$ cat src/rtl/inst_encoder_loader_pkg.sv
// inst_encoder_loader_pkg: class codes, ALU op codes, RV32I opcodes and encoding helpers.
package inst_encoder_loader_pkg;

   typedef enum logic [3:0] {
      CLS_R      = 4'd0,
      CLS_I_ALU  = 4'd1,
      CLS_LOAD   = 4'd2,
      CLS_JALR   = 4'd3,
      CLS_STORE  = 4'd4,
      CLS_BRANCH = 4'd5,
      CLS_LUI    = 4'd6,
      CLS_AUIPC  = 4'd7,
      CLS_JAL    = 4'd8
   } cls_t;

   typedef enum logic [3:0] {
      ALU_ADD  = 4'd0,
      ALU_SUB  = 4'd1,
      ALU_AND  = 4'd2,
      ALU_OR   = 4'd3,
      ALU_XOR  = 4'd4,
      ALU_SLL  = 4'd5,
      ALU_SRL  = 4'd6,
      ALU_SRA  = 4'd7,
      ALU_SLT  = 4'd8,
      ALU_SLTU = 4'd9
   } alu_op_t;

   typedef enum logic [1:0] {
      ST_IDLE = 2'd0,
      ST_LOAD = 2'd1,
      ST_DONE = 2'd2
   } state_t;

   localparam logic [6:0] OP_R      = 7'h33;
   localparam logic [6:0] OP_I      = 7'h13;
   localparam logic [6:0] OP_LOAD   = 7'h03;
   localparam logic [6:0] OP_JALR   = 7'h67;
   localparam logic [6:0] OP_STORE  = 7'h23;
   localparam logic [6:0] OP_BRANCH = 7'h63;
   localparam logic [6:0] OP_LUI    = 7'h37;
   localparam logic [6:0] OP_AUIPC  = 7'h17;
   localparam logic [6:0] OP_JAL    = 7'h6F;

   function automatic logic [2:0] alu_f3(input logic [3:0] op);
      logic [2:0] f;
      case (op)
         ALU_SLL:          f = 3'b001;
         ALU_SLT:          f = 3'b010;
         ALU_SLTU:         f = 3'b011;
         ALU_XOR:          f = 3'b100;
         ALU_SRL, ALU_SRA: f = 3'b101;
         ALU_OR:           f = 3'b110;
         ALU_AND:          f = 3'b111;
         default:          f = 3'b000;
      endcase
      return f;
   endfunction

   // True when v is representable as an n-bit two's-complement value.
   function automatic logic fits_s(input logic [31:0] v, input int n);
      logic [31:0] hi;
      hi = 32'($signed(v) >>> (n - 1));
      return hi == '0 || hi == '1;
   endfunction

endpackage

$ cat src/rtl/inst_encoder_loader_encoder.sv
// inst_encoder: combinational micro-op fields to RV32I word plus illegal-input flag.
module inst_encoder
   import inst_encoder_loader_pkg::*;
(
   input  logic [3:0]  cls,
   input  logic [3:0]  alu_op,
   input  logic [2:0]  br_cond,
   input  logic [4:0]  rd,
   input  logic [4:0]  rs1,
   input  logic [4:0]  rs2,
   input  logic [31:0] imm,
   output logic [31:0] word,
   output logic        illegal
);

   logic [2:0] f3;
   logic [6:0] f7;
   logic       is_sh;
   logic       bad_op;

   assign f3     = alu_f3(alu_op);
   assign is_sh  = alu_op == ALU_SLL || alu_op == ALU_SRL || alu_op == ALU_SRA;
   assign f7     = (alu_op == ALU_SUB || alu_op == ALU_SRA) ? 7'h20 : 7'h00;
   assign bad_op = alu_op > ALU_SLTU;

   always_comb begin
      word    = '0;
      illegal = 1'b0;
      case (cls)
         CLS_R: begin
            word    = {f7, rs2, rs1, f3, rd, OP_R};
            illegal = bad_op;
         end
         CLS_I_ALU: begin
            word    = is_sh ? {f7, imm[4:0], rs1, f3, rd, OP_I} : {imm[11:0], rs1, f3, rd, OP_I};
            illegal = bad_op | (alu_op == ALU_SUB) | (is_sh ? imm > 32'd31 : !fits_s(imm, 12));
         end
         CLS_LOAD: begin
            word    = {imm[11:0], rs1, 3'b010, rd, OP_LOAD};
            illegal = !fits_s(imm, 12);
         end
         CLS_JALR: begin
            word    = {imm[11:0], rs1, 3'b000, rd, OP_JALR};
            illegal = !fits_s(imm, 12);
         end
         CLS_STORE: begin
            word    = {imm[11:5], rs2, rs1, 3'b010, imm[4:0], OP_STORE};
            illegal = !fits_s(imm, 12);
         end
         CLS_BRANCH: begin
            word    = {imm[12], imm[10:5], rs2, rs1, br_cond, imm[4:1], imm[11], OP_BRANCH};
            illegal = !fits_s(imm, 13) | imm[0];
         end
         CLS_LUI: begin
            word    = {imm[31:12], rd, OP_LUI};
            illegal = imm[11:0] != 12'd0;
         end
         CLS_AUIPC: begin
            word    = {imm[31:12], rd, OP_AUIPC};
            illegal = imm[11:0] != 12'd0;
         end
         CLS_JAL: begin
            word    = {imm[20], imm[10:1], imm[11], imm[19:12], rd, OP_JAL};
            illegal = !fits_s(imm, 21) | imm[0];
         end
         default: illegal = 1'b1;
      endcase
   end

endmodule

$ cat src/rtl/inst_encoder_loader.sv
// inst_encoder_loader: encodes a micro-op stream into RV32I words and writes them to IROM.
module inst_encoder_loader
   import inst_encoder_loader_pkg::*;
#(
   parameter int ADDR_W = 12,
   parameter int DEPTH  = 4096,
   parameter int BASE   = 0
) (
   input  logic              clk,
   input  logic              rst,
   input  logic              start,
   input  logic              in_valid,
   output logic              in_ready,
   input  logic              in_last,
   input  logic [3:0]        in_cls,
   input  logic [3:0]        in_alu_op,
   input  logic [2:0]        in_br_cond,
   input  logic [4:0]        in_rd,
   input  logic [4:0]        in_rs1,
   input  logic [4:0]        in_rs2,
   input  logic [31:0]       in_imm,
   output logic              wr_en,
   input  logic              wr_ready,
   output logic [ADDR_W-1:0] wr_addr,
   output logic [31:0]       wr_data,
   output logic              busy,
   output logic              done,
   output logic              err,
   output logic [ADDR_W:0]   wr_count
);

   localparam logic [ADDR_W:0]   DEPTH_C = (ADDR_W + 1)'(DEPTH);
   localparam logic [ADDR_W-1:0] BASE_C  = ADDR_W'(BASE);

   state_t          state;
   state_t          state_n;
   logic [31:0]     enc_word;
   logic            enc_bad;
   logic [ADDR_W:0] accepted;
   logic            last_seen;
   logic            wr_last;
   logic            ill_last;
   logic            acc;
   logic            retire;
   logic            launch;
   logic            finish;

   inst_encoder u_enc (
      .cls     (in_cls),
      .alu_op  (in_alu_op),
      .br_cond (in_br_cond),
      .rd      (in_rd),
      .rs1     (in_rs1),
      .rs2     (in_rs2),
      .imm     (in_imm),
      .word    (enc_word),
      .illegal (enc_bad)
   );

   assign busy     = state == ST_LOAD;
   assign done     = state == ST_DONE;
   assign in_ready = busy & (!wr_en | wr_ready) & !last_seen & (accepted < DEPTH_C);
   assign acc      = in_valid & in_ready;
   assign retire   = wr_en & wr_ready;
   assign launch   = start & !busy;
   // An illegal final beat has no write to wait for, so it finishes via ill_last.
   assign finish   = ill_last | (retire & (wr_last | wr_count == DEPTH_C - 1'b1));

   always_ff @(posedge clk) begin
      state <= rst ? ST_IDLE : state_n;
   end

   always_comb begin
      state_n = state;
      state_n = launch ? ST_LOAD : (busy & finish) ? ST_DONE : state;
   end

   always_ff @(posedge clk) begin
      if (rst || launch) begin
         wr_en     <= 1'b0;
         wr_addr   <= BASE_C;
         wr_data   <= '0;
         wr_count  <= '0;
         err       <= 1'b0;
         accepted  <= '0;
         last_seen <= 1'b0;
         wr_last   <= 1'b0;
         ill_last  <= 1'b0;
      end else begin
         ill_last <= acc & enc_bad & in_last;
         if (retire) begin
            wr_en    <= 1'b0;
            wr_addr  <= wr_addr + 1'b1;
            wr_count <= wr_count + 1'b1;
         end
         if (acc) begin
            last_seen <= in_last;
            err       <= err | enc_bad;
            if (!enc_bad) begin
               wr_en    <= 1'b1;
               wr_data  <= enc_word;
               wr_last  <= in_last;
               accepted <= accepted + 1'b1;
            end
         end
      end
   end

endmodule

$ cat config.mk
export PLATFORM = sky130hd
export DESIGN_NAME = inst_encoder_loader
export DESIGN_NICKNAME = d
export VERILOG_FILES = /design/src/rtl/inst_encoder_loader_pkg.sv /design/src/rtl/inst_encoder_loader_encoder.sv /design/src/rtl/inst_encoder_loader.sv
export SDC_FILE = /design/constraint.sdc
export NUM_CORES = 1
export LEC_CHECK = 0
export BUFFER_PORTS_ARGS = -buffer_cell sky130_fd_sc_hd__buf_4
export CAP_MARGIN = 20
export CORE_ASPECT_RATIO = 1.1
export CORE_UTILIZATION = 52
export DETAILED_ROUTE_END_ITERATION = 8
export PLACE_DENSITY = 0.8
export SYNTH_ARGS = -nofsm -noshare
export SYNTH_HDL_FRONTEND = slang
export SYNTH_SLANG_ARGS = --single-unit
$ cat constraint.sdc
create_clock -name clk -period 2.9 [get_ports clk]
set_clock_uncertainty 0.15 [all_clocks]
set_input_delay 0.435 -clock clk [delete_from_list [all_inputs] [get_ports clk]]
set_output_delay 0.435 -clock clk [all_outputs]
set_load 0.03 [all_outputs]
Word level (Yosys, flattened, before mapping)

Memories as Yosys holds them, arrays and structs flattened.
Cells that the tools add are included.

Register bits: 77
Bits in latches: 0
RAM bits: 0
ROM bits: 48
Input bits: 64
Output and inout bits: 62
Memories kept: 1

$add $sub $neg: 3
Multipliers: 0
Div/mod/pow operators: 0
Order comparisons: 3
Eq/ne operators: 18
Shift operators: 0
Multiplexer cells: 10
Bitwise gates (word level): 19
Reduce and logical (&&, ||, !) cells: 23

Memory list:

| memory          | words | width | rd ports | clocked after memory_dff | wr ports | RTL line                      | source |
|---|---|---|---|---|---|---|---|
| (no name shown) | 16    | 3     | 1        | 0                        | 0        | inst_encoder_loader_pkg.sv:47 | `case (op)` |

Operators by type and width:

| cell                                                   | count |
|---|---|
| one-hot mux 32 bit (9 select lines)                    | 1 |
| equality test 32 bit (second input constant)           | 3 |
| zero test 32 bit                                       | 3 |
| > comparator 32 x 5 -> 1 bit (second input constant)   | 1 |
| two-way mux 32 bit                                     | 1 |
| equality test 4 x 3 -> 1 bit (second input constant)   | 7 |
| adder 13 x 1 -> 13 bit (second input constant)         | 2 |
| equality test 13 x 12 -> 1 bit (second input constant) | 1 |
| less-than comparator 13 bit (second input constant)    | 1 |
| adder 12 x 1 -> 12 bit (second input constant)         | 1 |
| nonzero test 12 bit                                    | 1 |
| AND 1 bit                                              | 10 |
| equality test 4 x 1 -> 1 bit (second input constant)   | 2 |
| equality test 4 x 2 -> 1 bit (second input constant)   | 2 |
| OR 1 bit                                               | 8 |
| logical OR 1 bit                                       | 7 |
| zero test 1 bit                                        | 6 |
| two-way mux 1 bit                                      | 6 |
| two-way mux 6 bit                                      | 1 |
| one-hot mux 1 bit (6 select lines)                     | 1 |
| equality test 4 bit (second input constant)            | 1 |
| > comparator 4 bit (second input constant)             | 1 |
| zero test 4 bit                                        | 1 |
| OR reduction 2 bit                                     | 2 |
| 6 further kinds                                        | 6 |

Logic depth before layout (Yosys ltp)

Gate-level depths: netlist (run 1).

Depth after elaboration: 8
Mapped depth: 9

Cells and area by module

A second synthesis (run 1) with hierarchy kept.

Cell total of the unflattened synthesis: 541
Area, all modules: 4080.2 um2

Modules (own cells, without submodules):

| module              | instances | cells each | area each (um2) | seq. area each (um2) |
|---|---|---|---|---|
| inst_encoder_loader | 1         | 370        | 3064.2          | 1541.5 |
| inst_encoder        | 1         | 171        | 1016.0          | 0.0 |

Least setup slack after synthesis (run 1)

Ideal clock, no wire load.

Path type: input-to-reg
From: input port wr_ready
To: register wr_data[25]
Library setup time: 116 ps
Arrival: 2590 ps
Setup slack: 43 ps
Cell stages on the path: 6
Buffers on the path: 1
Cell sequence: nand2b_1 > nor4b_1 > and2_1 > buf_1 > nand3_2 > o211a_1

Cells in the longest elaborated chain, start to end: 6

Ends and longest elaborated chain:

| item                          | RTL line                   | source |
|---|---|---|
| start: declaration            | inst_encoder_loader.sv:23  | `input logic wr_ready,` |
| OR 1 bit                      | inst_encoder_loader.sv:62  | `assign in_ready = busy & (!wr_en \| wr_ready) & !last_seen & (accepted < DEPTH_C);` |
| AND 1 bit (3 in a row)        | inst_encoder_loader.sv:62  |  |
| named net in_ready            | inst_encoder_loader.sv:13  | `output logic in_ready,` |
| AND 1 bit                     | inst_encoder_loader.sv:63  | `assign acc = in_valid & in_ready;` |
| AND reduction 2 bit (no line) | n/a                        |  |
| end signal: assignment        | inst_encoder_loader.sv:101 | `wr_data <= enc_word;` |
| end: declaration              | inst_encoder_loader.sv:25  | `output logic [31:0] wr_data,` |

The timed path passes the listed nets, and every way through them passes these cells.
A chain may end at the register's enable or synchronous reset.

Worst setup path in the final report (run 1)

From: input port in_imm[19]
To: register accepted[8]

Cells in the longest elaborated chain, start to end: 8
Elaborated cells on any way between the ends: 15

Ends and longest elaborated chain:

| item                                                                 | RTL line                          | source |
|---|---|---|
| start: declaration                                                   | inst_encoder_loader.sv:21         | `input logic [31:0] in_imm,` |
| branches (longest 5 deep; another with > comparator 32 x 5 -> 1 bit) | n/a                               |  |
| one-hot mux 1 bit (6 select lines) *                                 | inst_encoder_loader_encoder.sv:29 | `case (cls)` |
| NOT 1 bit (no line) *                                                | n/a                               |  |
| AND reduction 2 bit (no line) *                                      | n/a                               |  |
| end signal: assignment                                               | inst_encoder_loader.sv:103        | `accepted <= accepted + 1'b1;` |
| end: declaration                                                     | inst_encoder_loader.sv:39         | `logic [ADDR_W:0] accepted;` |

Mark *: on every way between the ends.

==> impl_metrics.tcl, run 1 <==
set metrics [dict create \
    cts_tree "done" \
    die_y_um 97.75 \
    cpMaxStageDelayCell "or4_1" \
    min_period_over_period 0.9137 \
    fin_ws_ps 250.2 \
    ff2ff_setup_slack_ps 470 \
    coreArea_um2 7998 \
    cts_resized 0 \
    synthCells 538 \
    instances_no_fill 772 \
    nFillCells 680 \
    hp-class "in2reg" \
    critical_path_class "in2reg" \
    crit_fanout 8 \
    worstPathArrival_ps 2760 \
    viasPerCell 5.916 \
    drtPass1Iterations 4 \
    port_buffers 125 \
    final_hold_viol_count 0 \
    crit_chain "buf_4, or4_1, or2_1, o32ai_4, o2111ai_2, buf_4, nor3_2, mux2i_1" \
    max-slew-margin-rel 0.3941 \
    ys_async_sr_fraction 0 \
    die_w_um 89.05 \
    dp_hpwl_um 8987 \
    num_vias 4567 \
    routed_wirelength_um 12090 \
    grt_pass1_wl_um 19200 \
    cts_buffer_depth 2 \
    nNetsFinal 727 \
    tightest_slew_ps 908.8 \
    yosysSeqAreaShare 0.3510 \
    start_util 0.5419 \
    syn_area_per_cell_um2 8.056 \
    finalMaxSlewViolations 0 \
    status "finished, final reports clean" \
    cp-start-kind "input pin" \
    ant_nets 0 \
    place_congestion 0.9384 \
    setup_viol 0 \
    peakVddDrop_uv 364.6 \
    regArea_um2 1521 \
    gr-usage-all-layers 0.2785 \
    grt_max_degree 43 \
    syn_to_final_growth_pct 30.31 \
    drtIter0Drc 272 \
    syn_nets 605 \
    clock.fmax_mhz 377.4 \
    crit_path_max_incr_delay_ps 570 \
    hold_buffers 0 \
    cts-root-buf "clkbuf_8" \
    ys_seq_elements 76 \
    path_clk_slew_ps 70 \
    grt_pass1_vias 4160 \
    clock-sinks 76 \
    clock_latency_ps 340 \
    rsz0062_at_grt "false" \
    antennaDiodeCount 0 \
    dp.cells 757 \
    fin_crit_ps 2650 \
    multi_input_area_um2 2615 \
    antenna_found_initial 0 \
    drv_cap 0 \
    drc_errors 0 \
    yosys_warnings 0 \
    ios 126 \
    path_delay_family "simple AND/OR/NAND/NOR gates" \
    synth_area_um2 4334 \
    postCtsSetupBuffers 0 \
    crit_buf_inv 2 \
    synth-edff-count 0 \
    worstPathRequired_ps 3010 \
    rows 34 \
    numCtsBuffers 9 \
    static-leakage-power_nw 2.246 \
    wl_per_cell_um 15.65 \
    gr-total-overflow 0 \
    critPathMostFrequentCell "buf_4" \
    synth.distinct_cells 65 \
    synth_ff_type "dfxtp_1" \
    power_density_nw_per_um2 410.3 \
    dieArea_um2 8704 \
    fin_tns_setup_ps 0 \
    end_kind "flop" \
    htree_levels 3 \
    preCtsSetupSlack_ps -46.64 \
    drive_gt1_frac 0.2831 \
]
## final timing paths
path                      from            to  cells past startpoint
setup / recovery    in_imm[19]   accepted[8]                      8
hold / removal             rst      state[0]                      2
setup reg to reg      state[1]   accepted[8]                      7
hold reg to reg   accepted[12]  accepted[12]                      2
## cell usage in the layout (no fill, tap or decap), drive strengths merged, types with 9 or more instances in the layout
| cell | netlist | layout |
|---|---|---|
| buf | 13 | 150 |
| dfxtp | 76 | 76 |
| a21oi | 49 | 49 |
| nand2 | 46 | 46 |
| o21ai | 42 | 42 |
| nor2 | 40 | 40 |
| nand3 | 32 | 32 |
| nand2b | 18 | 18 |
| nand4 | 16 | 16 |
| nor3 | 16 | 16 |
| a22oi | 14 | 14 |
| xor2 | 14 | 14 |
| and3 | 12 | 12 |
| mux2i | 11 | 11 |
| clkbuf | 26 | 11 |
| a22o | 10 | 10 |
| or3 | 9 | 9 |
## layer usage
layer / GRT usage / part of all wire / up-vias
met2: 0.4763 / 0.50 / 174
met5: 0 / 0 / -
met4: 0.1074 / 0.022 / 0
li1: - / - / 2228
met3: 0.03212 / 0.054 / 25
met1: 0.3541 / 0.42 / 2140
## stage by stage
stage | util | hold slack (ps) | total power, mW | cell area, um2
2_1_floorplan | - | 275.5 | 1.286 | 4334
3_5_place_dp | 0.6782 | 294.9 | 1.443 | 5424
5_1_grt | 0.7062 | 125.2 | 2.406 | 5648
6_report | 0.7062 | 134.9 | 2.317 | 5648
4_1_cts | 0.7062 | 129.2 | 2.321 | 5648
3_3_place_gp | 0.6782 | 284.5 | 1.437 | 5424
## cells in the mapped netlist (2+ instances only)
| library cell | instances | share of area |
|---|---|---|
| a21oi_1 | 49 | 0.057 |
| xor2_1 | 14 | 0.028 |
| nor2b_1 | 5 | 0.0072 |
| xnor2_1 | 7 | 0.014 |
| nand3_1 | 31 | 0.036 |
| or2_1 | 2 | 0.0029 |
| nand3b_1 | 3 | 0.0052 |
| or4_1 | 2 | 0.0035 |
| mux2i_1 | 11 | 0.025 |
| a211oi_2 | 2 | 0.0058 |
| nand4_1 | 16 | 0.023 |
| nor3_2 | 5 | 0.012 |
| o22ai_1 | 6 | 0.0087 |
| buf_2 | 6 | 0.0069 |
| a31oi_1 | 2 | 0.0029 |
| nor4_1 | 5 | 0.0072 |
| nor2_1 | 40 | 0.035 |
| a22o_1 | 10 | 0.020 |
| buf_4 | 3 | 0.0052 |
| a211oi_1 | 2 | 0.0035 |
| o21ai_0 | 18 | 0.021 |
| a31o_1 | 6 | 0.012 |
| and3_1 | 11 | 0.016 |
| nor3_1 | 11 | 0.013 |
| o211ai_1 | 2 | 0.0035 |
| dfxtp_1 | 76 | 0.35 |
| and2_1 | 3 | 0.0043 |
| o21ai_1 | 24 | 0.028 |
| nand2_1 | 46 | 0.040 |
| o211a_1 | 6 | 0.014 |
| or2_2 | 2 | 0.0029 |
| buf_6 | 3 | 0.0078 |
| clkbuf_1 | 26 | 0.023 |
| inv_1 | 7 | 0.0061 |
| or3_1 | 9 | 0.013 |
| o21a_1 | 2 | 0.0035 |
| nand2b_1 | 18 | 0.026 |
| o2bb2ai_1 | 5 | 0.010 |
| a22oi_1 | 14 | 0.024 |
| ha_1 | 3 | 0.0087 |
## final cells by class
class / count / share of cell area
tap: 108 / 0.02393
multi-input combinational: 416 / 0.4630
sequential: 76 / 0.2694
timing repair buffer: 150 / 0.1994
clock inverter: 4 / 0.01285
inverter: 7 / 0.004652
clock buffer: 11 / 0.02681
## power breakdown
group,switching (mW),internal (mW)
combinational,0.213,0.156
sequential,0.00545,1.05
clock,0.366,0.525
## sequential cells by signal, indices dropped and copies added (netlist names)
name       flops
err            1
wr_count      13
ill_last       1
wr_en          1
state          2
accepted      13
wr_data       31
wr_addr       12
last_seen      1
wr_last        1
## cell families after synthesis
group / share of synthesized area
mux: 0.02800
simple gates: 0.2601
fa+ha+maj: 0.008661
flops: 0.3510
xor+xnor: 0.04244
buf+inv: 0.04936
compound gates: 0.2604
Note: power is estimated with default switching activity, not from simulation.
==> run 2, diff against run 1 <==
--- a/config.mk
+++ b/config.mk
@@ -9,8 +9,10 @@
 export CAP_MARGIN = 20
 export CORE_ASPECT_RATIO = 1.1
 export CORE_UTILIZATION = 52
+export CTS_CLUSTER_DIAMETER = 200
 export DETAILED_ROUTE_END_ITERATION = 8
-export PLACE_DENSITY = 0.8
+export PLACE_DENSITY = 0.81
 export SYNTH_ARGS = -nofsm -noshare
 export SYNTH_HDL_FRONTEND = slang
+export SYNTH_HIERARCHICAL = 1
 export SYNTH_SLANG_ARGS = --single-unit
==> impl_metrics.tcl, run 2 <==
set metrics [dict create \
    status "complete, but fails checks" \
    violations "setup timing" \
    drtIter0Drc 262 \
    final_util 0.7864 \
    routed_wirelength_um 12030 \
    gr-usage-all-layers 0.2871 \
    hp-class "in2reg" \
    synth.distinct_cells 51 \
    die_y_um 94.91 \
    synthAdderAreaFrac 0.009200 \
    coreArea_um2 7515 \
    drive_gt1_frac 0.3127 \
    end_kind "flop" \
    cts_buffer_depth 2 \
    synth_area_um2 4080 \
    ant_nets 0 \
    wl_per_cell_um 14.77 \
    critical_path_class "in2reg" \
    crit_chain "buf_6, nor4_4, nand4_1, a221o_1, a41oi_2, o221ai_2, or4b_4, or3_4, buf_4, o31ai_2, a21oi_2" \
    syn_nets 608 \
    num_vias 4635 \
    drc_errors 0 \
    grt_max_degree 61 \
    worstPathArrival_ps 3000 \
    grt_pass1_vias 4212 \
    largest-register "wr_data" \
    htree_levels 3 \
    max-slew-margin-rel 0.5576 \
    finalMaxSlewViolations 0 \
    synth_ff_type "dfxtp_1" \
    port_buffers 125 \
    crit_fanout 6 \
    synthCells 541 \
    nFillCells 537 \
    cts_tree "done" \
    die_w_um 86.46 \
    hold_buffers 0 \
    synth.most_common_cell "nand2_1" \
    worstPathRequired_ps 2980 \
    yosysSeqAreaShare 0.3778 \
    numCtsBuffers 9 \
    synth.top_cells.by_count "105 x nand2_1, 77 x dfxtp_1, 67 x a21oi_1, 36 x nor2_1" \
    synth_top_family_by_area "simple AND/OR/NAND/NOR gates" \
    rows 33 \
    yosys_warnings 6 \
    layout_common_cells "176 x buf_4, 105 x nand2_1, 77 x dfxtp_1" \
    ios 126 \
    preCtsSetupSlack_ps -490.4 \
    cp-start-kind "input pin" \
    reg_top3 "wr_data: 32 flops, accepted: 13 flops, wr_count: 13 flops" \
    final_hold_viol_count 0 \
    synth-edff-count 0 \
    clock-sinks 77 \
    synth_mux_area_frac 0.005213 \
    crit_buf_inv 2 \
    start_util 0.5430 \
    gr-total-overflow 0 \
    setup_viol 2 \
    drv_cap 0 \
    rsz0062_at_grt "true" \
    synth-xor-area-share 0.05366 \
    clock.fmax_mhz 342.5 \
    dp.cells 794 \
    grt_pass1_wl_um 18690 \
    path_delay_family "simple AND/OR/NAND/NOR gates" \
    static-leakage-power_nw 2.335 \
    drtPass1Iterations 5 \
    ys_async_sr_fraction 0 \
    dieArea_um2 8205 \
    place_congestion 0.9441 \
    largest_register_ffs 32 \
    yosys.area_share.simple 0.3143 \
    antenna_found_initial 0 \
    antennaDiodeCount 0 \
    fin_crit_ps 2920 \
    cpMaxStageDelayCell "or4b_4" \
    clock_latency_ps 350 \
    synth_top_area_share 0.3778 \
    instances_no_fill 815 \
    path_clk_slew_ps 80 \
    layout_commonest_cell "buf_4" \
    syn_area_per_cell_um2 7.542 \
    crit_path_max_incr_delay_ps 510 \
    synth_compound_area_frac 0.1960 \
    synth_area_leader_cell "dfxtp_1" \
    tightest_slew_ps 658.5 \
    peakVddDrop_uv 254.6 \
    syn_to_final_growth_pct 44.83 \
    ys_seq_elements 77 \
    viasPerCell 5.687 \
    fin_ws_ps -19.69 \
    hold_ws_ps 127.9 \
    synth_area_leaders "dfxtp_1 38%, nand2_1 9.7%, a21oi_1 8.2%" \
    cts-root-buf "clkbuf_8" \
    nNetsFinal 772 \
    min_period_over_period 1.007 \
    power_density_nw_per_um2 427.7 \
    dp_hpwl_um 8608 \
]
-- run 2: changes by cell type after synthesis, moves of 6 or more --
cell	change
nand2_1	+59
mux2i_1	-10
o211a_1	-6
nand2b_1	-11
a22oi_1	-7
a21oi_1	+18
nand3_1	-20
nor4_1	+10
xnor2_1	+9
and3_1	-7
nor2b_1	+9
o21ai_1	-23
a31o_1	-6
-- run 2: final timing paths --
kind	from	cells after the start	slack, ps	endpoint
min reg2reg	wr_data[28]	2	310	wr_data[28]
max	in_imm[8]	11	-20	accepted[8]
max reg2reg	last_seen	5	840	accepted[8]
min	rst	2	130	state[0]
-- run 2: cell families after synthesis --
| group | count (synthesis) |
|---|---|
| XOR/XNOR | 25 |
| AO/OA/AOI/OAI | 134 |
| flip-flops | 77 |
| AND/OR/NAND/NOR | 257 |
| multiplexers | 2 |
| buffers and inverters | 43 |
| adder cells (fa/ha/maj) | 3 |
-- run 2: routing by layer --
metal,global-route usage,wire length [um],vias to the layer above,part of all wire
met2,0.5026,5892,221,0.49
met5,0,0,-,0
met4,0.1139,272,0,0.023
li1,-,-,2252,-
met1,0.3522,5020,2140,0.42
met3,0.04458,848,22,0.070
-- run 2: through the flow --
step	instance area (um2)	total power [mW]	setup TNS [ps]
finish	5909	2.528	-25.67
global route	5909	2.625	-162.3
CTS	5809	2.518	0
detailed placement	5507	1.451	-18830
global placement	5507	1.446	-15320
floorplan	4136	1.265	-4811
-- run 2: layout make-up --
cell class / count / area, um2 / share of cell area
Multi-Input combinational cell: 421 / 2441 / 0.4131
Sequential cell: 77 / 1541 / 0.2609
Timing Repair Buffer: 186 / 1488 / 0.2517
Clock inverter: 7 / 146.4 / 0.02477
Tap cell: 105 / 131.4 / 0.02223
Clock buffer: 9 / 123.9 / 0.02096
Inverter: 10 / 37.54 / 0.006352
-- run 2: worst register-to-register path, cell delays in order, from the launching register on --
cell and delay, ps:
dfxtp_1 330, or4b_4 540, or3_4 420, buf_4 170, o31ai_2 240, a21oi_2 90
-- run 2: where the power goes --
| part | switching (mW) | internal (mW) |
|---|---|---|
| combinational | 0.192 | 0.187 |
| sequential | 0.00563 | 1.06 |
| clock | 0.415 | 0.665 |
| total | 0.613 | 1.91 |
-- run 2: repair_timing --
item / in CTS / in global routing
resized for setup: 7 / 7
gates cloned: 0 / 2
buffers inserted: 0 / 3
pin swaps: 4 / 6
endpoints found under the setup margin: 38 / 39
